<file path="src/rtl/data_mem_access_unit.sv">
// ----------------------------------------------------------------------------
// data_mem_access_unit
//
// Memory-access stage that sits directly in front of the load extractor.
// It takes one load or store from the pipeline and checks that it is legal.
// It then runs a valid/ready request to the data memory, with a word-aligned
// address, byte enables and lane-replicated store data. For a load it waits
// for the read word and captures it.
//
// The captured word (RDRaw), the byte offset (ByteOff) and the funct3 type
// (LoadType) feed the load extractor. They hold their values until the next
// legal load is accepted. The pipeline is stalled while an access is in
// flight.
//
// Ports
//   clk, rst       clock (rising edge) / asynchronous active-high reset
//   ReqValid       pipeline presents an access
//   ReqReady       unit can accept (IDLE only)
//   MemWrite       1 = store, 0 = load
//   Addr           byte address
//   Type           funct3: 000 B, 001 H, 010 W, 100 BU, 101 HU
//   WD             right-aligned store data
//   MemReqValid    request to data memory
//   MemReqReady    memory accepts request
//   MemAddr        word-aligned address
//   MemWE          write strobe
//   MemBE          byte enables
//   MemWD          lane-replicated store data
//   MemRspValid    read data valid (only looked at while waiting)
//   MemRData       read word
//   RDRaw          captured read word
//   ByteOff        captured Addr[1:0] of the last load
//   LoadType       captured Type of the last load
//   RspValid       one-cycle completion pulse
//   Stall          pipeline hold
//   Fault          one-cycle pulse on a misaligned/illegal access
//   Timeout        one-cycle pulse when memory never answered a load
// ----------------------------------------------------------------------------
module data_mem_access_unit #(
    parameter int MEM_LAT_MAX = 15
) (
    input  logic        clk,
    input  logic        rst,
    input  logic        ReqValid,
    output logic        ReqReady,
    input  logic        MemWrite,
    input  logic [31:0] Addr,
    input  logic [2:0]  Type,
    input  logic [31:0] WD,
    output logic        MemReqValid,
    input  logic        MemReqReady,
    output logic [31:0] MemAddr,
    output logic        MemWE,
    output logic [3:0]  MemBE,
    output logic [31:0] MemWD,
    input  logic        MemRspValid,
    input  logic [31:0] MemRData,
    output logic [31:0] RDRaw,
    output logic [1:0]  ByteOff,
    output logic [2:0]  LoadType,
    output logic        RspValid,
    output logic        Stall,
    output logic        Fault,
    output logic        Timeout
);

    typedef enum logic [1:0] {IDLE, ISSUE, WAIT, DONE} state_t;

    // The wait counter runs 0 .. MEM_LAT_MAX-1. Timeout is registered on the
    // last count, so it becomes visible MEM_LAT_MAX cycles after WAIT is
    // entered.
    localparam logic [7:0] CNT_LAST = 8'(MEM_LAT_MAX - 1);

    state_t     state;
    logic [7:0] wait_cnt;
    logic       legal;

    // Access size comes from Type[1:0]: 00 byte, 01 half, 10 word.
    function automatic logic [3:0] byte_enable(input logic [1:0] size,
                                               input logic [1:0] off);
        case (size)
            2'b00:   byte_enable = 4'b0001 << off;
            2'b01:   byte_enable = 4'b0011 << {off[1], 1'b0};
            default: byte_enable = 4'b1111;
        endcase
    endfunction

    function automatic logic [31:0] lane_data(input logic [1:0]  size,
                                              input logic [31:0] data);
        case (size)
            2'b00:   lane_data = {4{data[7:0]}};
            2'b01:   lane_data = {2{data[15:0]}};
            default: lane_data = data;
        endcase
    endfunction

    always_comb begin
        legal = 1'b1;
        if (Type == 3'b011 || Type == 3'b110 || Type == 3'b111)
            legal = 1'b0;
        if (MemWrite && Type[2])
            legal = 1'b0;
        if (Type[1:0] == 2'b01 && Addr[0])
            legal = 1'b0;
        if (Type[1:0] == 2'b10 && Addr[1:0] != 2'b00)
            legal = 1'b0;
    end

    assign ReqReady = (state == IDLE);
    assign Stall    = (state == IDLE && ReqValid && legal) ||
                      (state == ISSUE) || (state == WAIT);

    always_ff @(posedge clk or posedge rst) begin
        if (rst) begin
            state       <= IDLE;
            wait_cnt    <= '0;
            MemReqValid <= 1'b0;
            MemWE       <= 1'b0;
            MemBE       <= '0;
            MemAddr     <= '0;
            MemWD       <= '0;
            RDRaw       <= '0;
            ByteOff     <= '0;
            LoadType    <= '0;
            RspValid    <= 1'b0;
            Fault       <= 1'b0;
            Timeout     <= 1'b0;
        end else begin
            // Single-cycle pulses are cleared by default.
            RspValid <= 1'b0;
            Fault    <= 1'b0;
            Timeout  <= 1'b0;
            case (state)
                IDLE: begin
                    if (ReqValid) begin
                        if (legal) begin
                            MemAddr     <= {Addr[31:2], 2'b00};
                            MemWE       <= MemWrite;
                            MemBE       <= byte_enable(Type[1:0], Addr[1:0]);
                            MemWD       <= lane_data(Type[1:0], WD);
                            MemReqValid <= 1'b1;
                            if (!MemWrite) begin
                                ByteOff  <= Addr[1:0];
                                LoadType <= Type;
                            end
                            state <= ISSUE;
                        end else begin
                            Fault <= 1'b1;
                        end
                    end
                end
                ISSUE: begin
                    // All Mem* fields stay untouched until the handshake.
                    if (MemReqReady) begin
                        MemReqValid <= 1'b0;
                        wait_cnt    <= '0;
                        if (MemWE) begin
                            RspValid <= 1'b1;
                            state    <= DONE;
                        end else begin
                            state <= WAIT;
                        end
                    end
                end
                WAIT: begin
                    if (MemRspValid) begin
                        RDRaw    <= MemRData;
                        RspValid <= 1'b1;
                        state    <= DONE;
                    end else if (wait_cnt == CNT_LAST) begin
                        Timeout <= 1'b1;
                        state   <= IDLE;
                    end else begin
                        wait_cnt <= wait_cnt + 8'd1;
                    end
                end
                DONE: begin
                    state <= IDLE;
                end
                default: begin
                    state <= IDLE;
                end
            endcase
        end
    end

endmodule

</file>
<file path="config.mk">
export PLATFORM = sky130hd
export DESIGN_NAME = data_mem_access_unit
export DESIGN_NICKNAME = d
export VERILOG_FILES = /design/src/rtl/data_mem_access_unit.sv
export SDC_FILE = /design/constraint.sdc
export NUM_CORES = 1
export LEC_CHECK = 0
export CAP_MARGIN = 20
export CORE_MARGIN = 4
export CORE_UTILIZATION = 50
export CTS_CLUSTER_SIZE = 25
export DETAILED_ROUTE_END_ITERATION = 10
export DONT_BUFFER_PORTS = 1
export GPL_ROUTABILITY_DRIVEN = 1
export HOLD_SLACK_MARGIN = 0.02
export PLACE_DENSITY = 0.67
export SLEW_MARGIN = 20
export SYNTH_ARGS = -nofsm -noshare
export SYNTH_HDL_FRONTEND = slang
export SYNTH_SLANG_ARGS = --single-unit
</file>
<file path="constraint.sdc">
create_clock -name clk -period 4.1 [get_ports clk]
set_input_delay 1.23 -clock clk [delete_from_list [all_inputs] [get_ports clk]]
set_output_delay 1.23 -clock clk [all_outputs]
set_load 0.005 [all_outputs]
</file>
; Word-level counts from Yosys, hierarchy flattened
; Index checks and enable logic that the tools add are counted.
[totals]
wordCells = 83
out_inout_bits = 112
reg_bits = 118
input_bits = 105
[op_classes]
n_bitwise = 1
muxes = 31
eq_ne = 15
addsub = 1
shifts = 2
reduce_logical = 20
[ops]
columns = cell, count
row1 = one-hot mux 32 bit (2 select lines), 1
row2 = 2-to-1 mux 8 bit, 3
row3 = 2-to-1 mux 1 bit, 17
row4 = one-hot mux 8 bit (2 select lines), 1
row5 = AND reduction 4 bit, 4
row6 = 2-to-1 mux 2 bit, 5
row7 = adder 8 x 1 -> 8 bit (second input constant), 1
row8 = == test 8 x 4 -> 1 bit (second input constant), 1
row9 = != test 2 bit (second input constant), 4
row10 = one-hot mux 2 bit (4 select lines), 1
row11 = one-hot mux 4 bit (2 select lines), 1
row12 = == test 2 bit (second input constant), 3
row13 = == test 3 bit (second input constant), 2
row14 = nonzero test 2 bit, 3
row15 = logical AND 1 bit, 5
row16 = == test 2 x 1 -> 1 bit (second input constant), 2
row17 = zero test 2 bit, 2
row18 = logical OR 1 bit, 4
row19 = one-hot mux 1 bit (2 select lines), 2
row20 = left shift 1 x 2 -> 4 bit (first input constant), 1
row21 = left shift 2 x 2 -> 4 bit (first input constant), 1
row22 = == test 3 x 2 -> 1 bit (second input constant), 1
row23 = != test 3 x 2 -> 1 bit (second input constant), 1
row24 = AND reduction 3 bit, 1
row25 = 3 further kinds, 3

; Depth between registers and ports, before layout
; Gate-level depths: netlist of run 1.
[logic_depth]
word_depth = 10
ltp_mapped = 8

; Least setup slack after synthesis of run 1
; Ideal clock, no wire load.
[synth_path]
path_type = input -> output
from = in Type[0]
to = out Stall
path_stages = 5
t_arrival_ns = 2.137
path_slack_ns = 0.733
required_time_ns = 2.870
path_cell_list = nor4_4 o21bai_4 buf_2 buf_2 nand2_1
[synth_between]
elab_chain_cells = 10
elab_cells_between_ends = 16
cone_classes = eq/ne: 5 / mux: 4 / reduce/logical: 7
[synth_rtl]
columns = element, line_no
row1 = from (decl), 48  ; input logic [2:0] Type,
row2 = == test 3 x 2 -> 1 bit / == test 3 bit (equally long branches), 99  ; if (Type == 3'b011 || Type == 3'b110 || Type == 3'b111)
row3 = logical OR 1 bit (2 in series), 99
row4 = 2-to-1 mux 1 bit, 99
row5 = 2-to-1 mux 1 bit, 101  ; if (MemWrite && Type[2])
row6 = 2-to-1 mux 1 bit, 103  ; if (Type[1:0] == 2'b01 && Addr[0])
row7 = 2-to-1 mux 1 bit (*), 105  ; if (Type[1:0] == 2'b10 && Addr[1:0] != 2'b00)
row8 = logical AND 1 bit (*), 110  ; assign Stall = (state == IDLE && ReqValid && legal) ||
row9 = logical OR 1 bit (*), 110
row10 = logical OR 1 bit (*), 111  ; (state == ISSUE) || (state == WAIT);
row11 = to (decl), 62  ; output logic Stall,
; Every way passes the cells marked *; elsewhere a longest branch is shown, timed or not.

; Worst setup path after layout of run 1
[layout_path]
from = in Addr[0]
to = out Stall
[layout_between]
elab_chain_cells = 6
elab_cells_between_ends = 8
cone_classes = mux: 2 / reduce/logical: 6
[layout_rtl]
columns = element, line_no
row1 = from (decl), 47  ; input logic [31:0] Addr,
row2 = logical AND 1 bit / nonzero test 2 bit (equally long branches), "103, 105"
row3 = 2-to-1 mux 1 bit / logical AND 1 bit (equally long branches), "103, 105"
row4 = 2-to-1 mux 1 bit (*), 105
row5 = logical AND 1 bit (*), 110
row6 = logical OR 1 bit (*), 110
row7 = logical OR 1 bit (*), 111
; Marks and branches as above.

==> results of run 1 <==
cell type report:
cell class / instances / area share [%]
multi-input combinational: 256 / 34.5
inverter: 8 / 0.580
clock inverter: 13 / 2.94
timing repair buffer: 5 / 0.860
clock buffer: 19 / 7.59
tap: 133 / 2.86
sequential: 118 / 50.7
per-stage QoR:
stage / std cells / total power [mW] / instance area (µm²) / utilization [%] / worst slack [ns]
2_1_floorplan: 403 / 2.69 / 5090 / - / 0.733
3_3_place_gp: 520 / 2.93 / 5210 / 53.0 / 1.05
3_5_place_dp: 520 / 2.98 / 5210 / 53.0 / 1.03
4_1_cts: 552 / 4.51 / 5820 / 59.3 / 1.03
5_1_grt: 552 / 4.72 / 5820 / 59.3 / 0.967
6_report: 552 / 4.45 / 5820 / 59.3 / 1.03
worst max path at each step:
stage | startpoint | end | slack [ns] | cells after the start
after CTS | Type[0] | Stall | 1.03 | 3
after detailed placement | Type[0] | Stall | 1.03 | 3
after floorplan | Type[0] | Stall | 0.73 | 5
after global routing | state[0]$_DFFE_PP0P_ | Stall | 0.97 | 5
after global placement | Type[0] | Stall | 1.05 | 3
final | Addr[0] | Stall | 1.03 | 3
routing by layer:
metal | vias to the layer above | part of all wire [%] | GRT usage [%]
met1 | 1530 | 38 | 23.1
met2 | 120 | 51 | 32.4
li1 | 1429 | - | -
met5 | - | 0 | 0
met4 | 0 | 0.71 | 6.13
met3 | 7 | 10 | 9.65
cells in the final DEF (no fill, tap or decap), types with 2 or more instances in the layout:
cell,n
dfrtp_1,118
mux2_1,39
mux2_2,37
nand2_1,35
o21ai_0,32
mux2i_1,27
clkbuf_16,16
nor2_1,15
a21oi_1,14
inv_1,7
nand2b_1,7
ha_1,6
nand3_1,5
clkinv_4,5
o21ai_1,4
nor3_1,4
buf_4,4
clkinvlp_4,3
clkbuf_8,3
bufinv_16,3
and2_1,2
and3_1,2
nand4_1,2
a221o_1,2
conb_1,2
inv_6,2
where the power goes:
group | total (mW) | internal [mW] | switching (mW)
Clock | 1.51 | 0.965 | 0.546
Sequential | 2.15 | 1.70 | 0.449
Combinational | 0.791 | 0.419 | 0.372
Total | 4.45 | 3.08 | 1.37
sequential cells by signal, indices dropped and copies added (netlist names):
name and flops:
LoadType 3, MemWE 1, MemWD 32, state 2
ByteOff 2, Fault 1, wait_cnt 8, MemReqValid 1
MemAddr 30, MemBE 4, RDRaw 32, RspValid 1
Timeout 1
cell families (layout without fill, tap and decap cells):
family                   Yosys count  after routing  share of synthesized area, %
multiplexers                     103            103                          22.2
AO/OA/AOI/OAI                     63             63                          7.70
AND/OR/NAND/NOR                   82             82                          7.97
flip-flops                       118            118                          58.1
adder cells (fa/ha/maj)            6              6                          1.48
buffers and inverters             29             45                          2.54
other                              1              2                        0.0738
worst min-delay path, stage by stage, from the launching register on:
cell     delay, ns
dfrtp_1       0.37
nand2_1       0.05
o21ai_0       0.06
==> results.sh, run 1 <==
export IMPL_outcome="finished, final reports clean"
export IMPL_regArea_um2=2950
export IMPL_initial_utilization_pct=51.8
export IMPL_number_of_enable_type_register_cells_in_the_synthesized_netlist=0
export IMPL_nNetsFinal=517
export IMPL_rsz_0062_raised_after_global_routing="false"
export IMPL_floorplan_die_width_um=109
export IMPL_power_per_cell_area_nw_per_um2=764
export IMPL_worst_endpoint_required_ns=2.87
export IMPL_syn2layout_area_growth_pct=14.5
export IMPL_crit_arrival_ns=1.84
export IMPL_initialDrtViolationCount=87
export IMPL_crit_path_end_kind="output port"
export IMPL_synthCells=402
export IMPL_clock_tree_htree_level_count=4
export IMPL_crit_path_cell_chain="a221oi_4 -> o21bai_4 -> nand2_1"
export IMPL_detail_route_drc_violations=0
export IMPL_gr_usage_all_layers_pct=19.8
export IMPL_vias=3086
export IMPL_max_cap_violations=0
export IMPL_floorplan_io_pins=217
export IMPL_grt_pass1_wl_um=17900
export IMPL_clock_latency_ns=0.51
export IMPL_cts_repair_timing_setup_buffer_count=0
export IMPL_timing_critical_path_slowest_stage_cell="a221oi_4"
export IMPL_postRouteWirelength_um=11500
export IMPL_min_delay_path_class="flop to flop"
export IMPL_whs_endpoint="MemWD[29]$_DFFE_PP0P_"
export IMPL_clkTransAtPathRegs_ns=0.06
export IMPL_worst_r2r_endpoint="MemAddr[21]$_DFFE_PP0P_"
export IMPL_antenna_violations_before_repair=0
export IMPL_criticalPathCategory="input pin to output port"
export IMPL_n_antenna_cell=0
export IMPL_post_synth_cell_types=44
export IMPL_drive_gt1_share_pct=19.6
export IMPL_final_period_utilization_pct=74.8
export IMPL_vias_per_cell=5.59
export IMPL_hold_fix_buffers_cts=0
export IMPL_ys_seq_area_share_pct=58.1
export IMPL_peakVddDrop_mv=0.346
export IMPL_post_synth_instance_area_um2=5080
export IMPL_globalRoute_totalOverflow=0
export IMPL_final_max_slew_violation_count=0
export IMPL_dominantRegCellSynth="dfrtp_1"
export IMPL_clock_skew_final_ns=0.0128
export IMPL_synth_top_cells_by_count="dfrtp_1 (118), mux2_1 (39), mux2_2 (37)"
export IMPL_critical_path_peak_fanout=5
export IMPL_tritoncts="built"
export IMPL_ff2ff_path_depth=7
export IMPL_fill_cells=829
export IMPL_report_final_hold_viol_count=0
export IMPL_flops_latches_synth=118
export IMPL_multi_input_combinational_cell_area_um2=2010
export IMPL_postSynthAreaPerCell_um2=12.6
export IMPL_grt_pass1_vias=3303
export IMPL_post_synth_top_count_cell="dfrtp_1"
export IMPL_regToRegSetupSlack_ns=1.55
export IMPL_dpl_hpwl_um=8350
export IMPL_grt_max_degree=60
export IMPL_yosysWarningCount=0
export IMPL_finalSetupTns_ns=0
export IMPL_cpLargestDelayFamily="compound AO/OA/AOI/OAI gates"
export IMPL_die_area_um2=11800
export IMPL_finalSetupViolations=0
export IMPL_static_leakage_power_nw=2.62
export IMPL_avgRoutedWirePerCell_um=20.8
export IMPL_cts_buffers=17
export IMPL_buffer_ports_inserted=0
export IMPL_worst_slew_pin_slew_ns=0.919
export IMPL_rr_startpoint="state[0]$_DFFE_PP0P_"
export IMPL_drt_pre_antenna_iters=4
export IMPL_core_area_um2=9820
export IMPL_ctsLongestPathBuffers=2
export IMPL_start_kind="input pin"
export IMPL_ys_async_sr_fraction_pct=100
export IMPL_std_cell_rows=36
export IMPL_synthDominantAreaCellType="dfrtp_1"
export IMPL_detail_route_antenna_nets=0
export IMPL_floorplan_die_height_um=109
export IMPL_max_freq_ghz=0.326
export IMPL_timing_critical_path_slowest_cell_delay_ns=0.40
export IMPL_ctsRootBufferMaster="clkbuf_8"
export IMPL_worst_slew_margin_rel_pct=38.5
export IMPL_cts_sinks=118
export IMPL_finalWorstPathRequiredPeriod_ns=3.07
export IMPL_cts_repair_resized=0
export IMPL_synth_top_area_share_pct=58.1
export IMPL_timing_hold_worst_start="MemWD[29]$_DFFE_PP0P_"
export IMPL_fin_worst_hold_slack_ns=0.518
export IMPL_synth_top_cells_by_area="dfrtp_1 (58%), mux2_1 (8.6%), mux2_2 (8.2%)"
export IMPL_min_delay_path_depth=2
export IMPL_worstPathBufferInverterCount=0
export IMPL_place_gp_congestion=0.816
Note: power is estimated with default switching activity, not from simulation.
==> run 2: changes to the inputs <==
clock period = 2.6 ns   (was 4.1 ns; I/O delays follow)
==> run 2 against run 1 <==
Effect of this change:
- non-clock buffer count stayed put
- largest cell class unchanged
- highest routed layer unchanged
- combinational power is 63% higher
- power is 56% higher
- critical path depth is 2 higher
==> results.sh, run 2 (synthesis results as in run 1) <==
export IMPL_outcome="finished, final reports clean"
export IMPL_max_freq_ghz=0.401
export IMPL_floorplan_die_height_um=109
export IMPL_n_antenna_cell=0
export IMPL_peakVddDrop_mv=0.631
export IMPL_multi_input_combinational_cell_area_um2=2020
export IMPL_mostFrequentLayoutCell="dfrtp_1"
export IMPL_worst_slew_margin_rel_pct=57.6
export IMPL_largest_registers="MemWD (32), RDRaw (32), MemAddr (30)"
export IMPL_postRouteWirelength_um=11400
export IMPL_regArea_um2=2950
export IMPL_final_instance_count_excl_fill=550
export IMPL_final_core_utilization_pct=59.2
export IMPL_die_area_um2=11800
export IMPL_static_leakage_power_nw=2.61
export IMPL_syn2layout_area_growth_pct=14.3
export IMPL_final_period_utilization_pct=95.9
export IMPL_core_area_um2=9820
export IMPL_globalRoute_totalOverflow=0
export IMPL_cts_buffers=17
export IMPL_min_delay_path_class="input pin to async pin"
export IMPL_crit_arrival_ns=1.71
export IMPL_final_max_slew_violation_count=0
export IMPL_vias=3085
export IMPL_max_cap_violations=0
export IMPL_ctsRootBufferMaster="clkbuf_8"
export IMPL_rsz_0062_raised_after_global_routing="false"
export IMPL_dpl_cell_area_um2=5220
export IMPL_dpl_hpwl_um=8270
export IMPL_drive_gt1_share_pct=18.9
export IMPL_layout_cells_most_common_list="dfrtp_1 (118), mux2_1 (39), mux2_2 (37)"
export IMPL_start_kind="flop"
export IMPL_detail_route_antenna_nets=0
export IMPL_vias_per_cell=5.61
export IMPL_setup_worst_path_start="state[0]$_DFFE_PP0P_"
export IMPL_worst_r2r_endpoint="wait_cnt[4]$_DFFE_PP0P_"
export IMPL_rr_startpoint="state[0]$_DFFE_PP0P_"
export IMPL_initialDrtViolationCount=193
export IMPL_grt_pass1_wl_um=17700
export IMPL_grt_max_degree=119
export IMPL_critical_path_peak_fanout=6
export IMPL_clkTransAtPathRegs_ns=0.05
export IMPL_place_gp_congestion=0.816
export IMPL_floorplan_io_pins=217
export IMPL_cts_repair_resized=1
export IMPL_report_final_hold_viol_count=0
export IMPL_regToRegSetupSlack_ns=0.52
export IMPL_detail_route_drc_violations=0
export IMPL_power_per_cell_area_nw_per_um2=1190
export IMPL_finalWorstPathRequiredPeriod_ns=2.49
export IMPL_avgRoutedWirePerCell_um=20.8
export IMPL_nNetsFinal=517
export IMPL_drt_pre_antenna_iters=5
export IMPL_finalSetupTns_ns=0
export IMPL_ff2ff_path_depth=5
export IMPL_std_cell_rows=36
export IMPL_fill_cells=835
export IMPL_initial_utilization_pct=51.8
export IMPL_hold_fix_buffers_cts=0
export IMPL_ctsLongestPathBuffers=2
export IMPL_fin_worst_hold_slack_ns=0.326
export IMPL_criticalPathCategory="flop to output port"
export IMPL_finalSetupViolations=0
export IMPL_floorplan_die_width_um=109
export IMPL_antenna_violations_before_repair=0
export IMPL_stdcell_area_um2=5810
export IMPL_clock_tree_htree_level_count=4
export IMPL_grt_pass1_vias=3320
export IMPL_worst_setup_path_endpoint="Stall"
export IMPL_clock_skew_final_ns=0.00904
export IMPL_tritoncts="built"
export IMPL_worst_slew_pin_slew_ns=0.633
export IMPL_dp_cells=520
export IMPL_cts_sinks=118
export IMPL_crit_path_end_kind="output port"
export IMPL_clock_latency_ns=0.51
export IMPL_gr_usage_all_layers_pct=19.7
export IMPL_worst_endpoint_required_ns=1.82
export IMPL_cts_repair_timing_setup_buffer_count=0
export IMPL_buffer_ports_inserted=0
==> run 2: cell count changes in the layout (fill, tap and decap cells not counted), sizes merged <==
cell / before / now
clkbuf: 19 / 21
clkinvlp: 3 / 4
inv: 9 / 7
clkinv: 6 / 3
==> run 2: how the worst min path moves through the flow <==
stage / startpoint / to / slack (ns) / cells after the start
2_1_floorplan: MemBE[0]$_DFFE_PP0P_ / MemBE[0]$_DFFE_PP0P_ / 0.47 / 2
3_3_place_gp: MemWD[24]$_DFFE_PP0P_ / MemWD[24]$_DFFE_PP0P_ / 0.50 / 2
3_5_place_dp: MemWD[24]$_DFFE_PP0P_ / MemWD[24]$_DFFE_PP0P_ / 0.50 / 2
4_1_cts: rst / MemAddr[26]$_DFFE_PP0P_ / 0.34 / 2
5_1_grt: rst / MemAddr[26]$_DFFE_PP0P_ / 0.37 / 2
6_report: rst / MemAddr[26]$_DFFE_PP0P_ / 0.33 / 2
==> run 2: through the flow <==
stage | power, mW | setup slack, ns
finish | 6.94 | 0.108
CTS | 7.03 | 0.0199
detailed placement | 4.73 | 0.360
global placement | 4.62 | 0.408
floorplan | 4.24 | 0.133
global route | 7.38 | 0.000878
==> run 2: area by class of cell <==
class / count / area share (%)
Timing Repair Buffer: 5 / 1.08
Clock buffer: 21 / 7.73
Multi-Input combinational cell: 256 / 34.7
Clock inverter: 9 / 2.20
Inverter: 8 / 0.581
Tap cell: 133 / 2.86
Sequential cell: 118 / 50.8
==> run 2: critical path, stage by stage (launching register included) <==
cell      delay [ns]
dfrtp_1         0.40
inv_1           0.18
ha_4            0.22
nand2_1         0.08
o21bai_4        0.21
nand2_1         0.12
==> run 2: metal layers <==
layer | GRT usage [%] | wire, µm | vias to the layer above
met5 | 0 | 0 | -
met3 | 9.00 | 1160 | 8
li1 | - | - | 1417
met1 | 22.5 | 4200 | 1520
met2 | 32.3 | 5950 | 140
met4 | 7.94 | 95 | 0
==> run 2: report_power, final <==
| group | total, mW | switching, mW | internal (mW) |
|---|---|---|---|
| registers | 3.39 | 0.713 | 2.68 |
| clock network | 2.26 | 0.765 | 1.49 |
| logic | 1.29 | 0.607 | 0.683 |
| total | 6.94 | 2.08 | 4.85 |
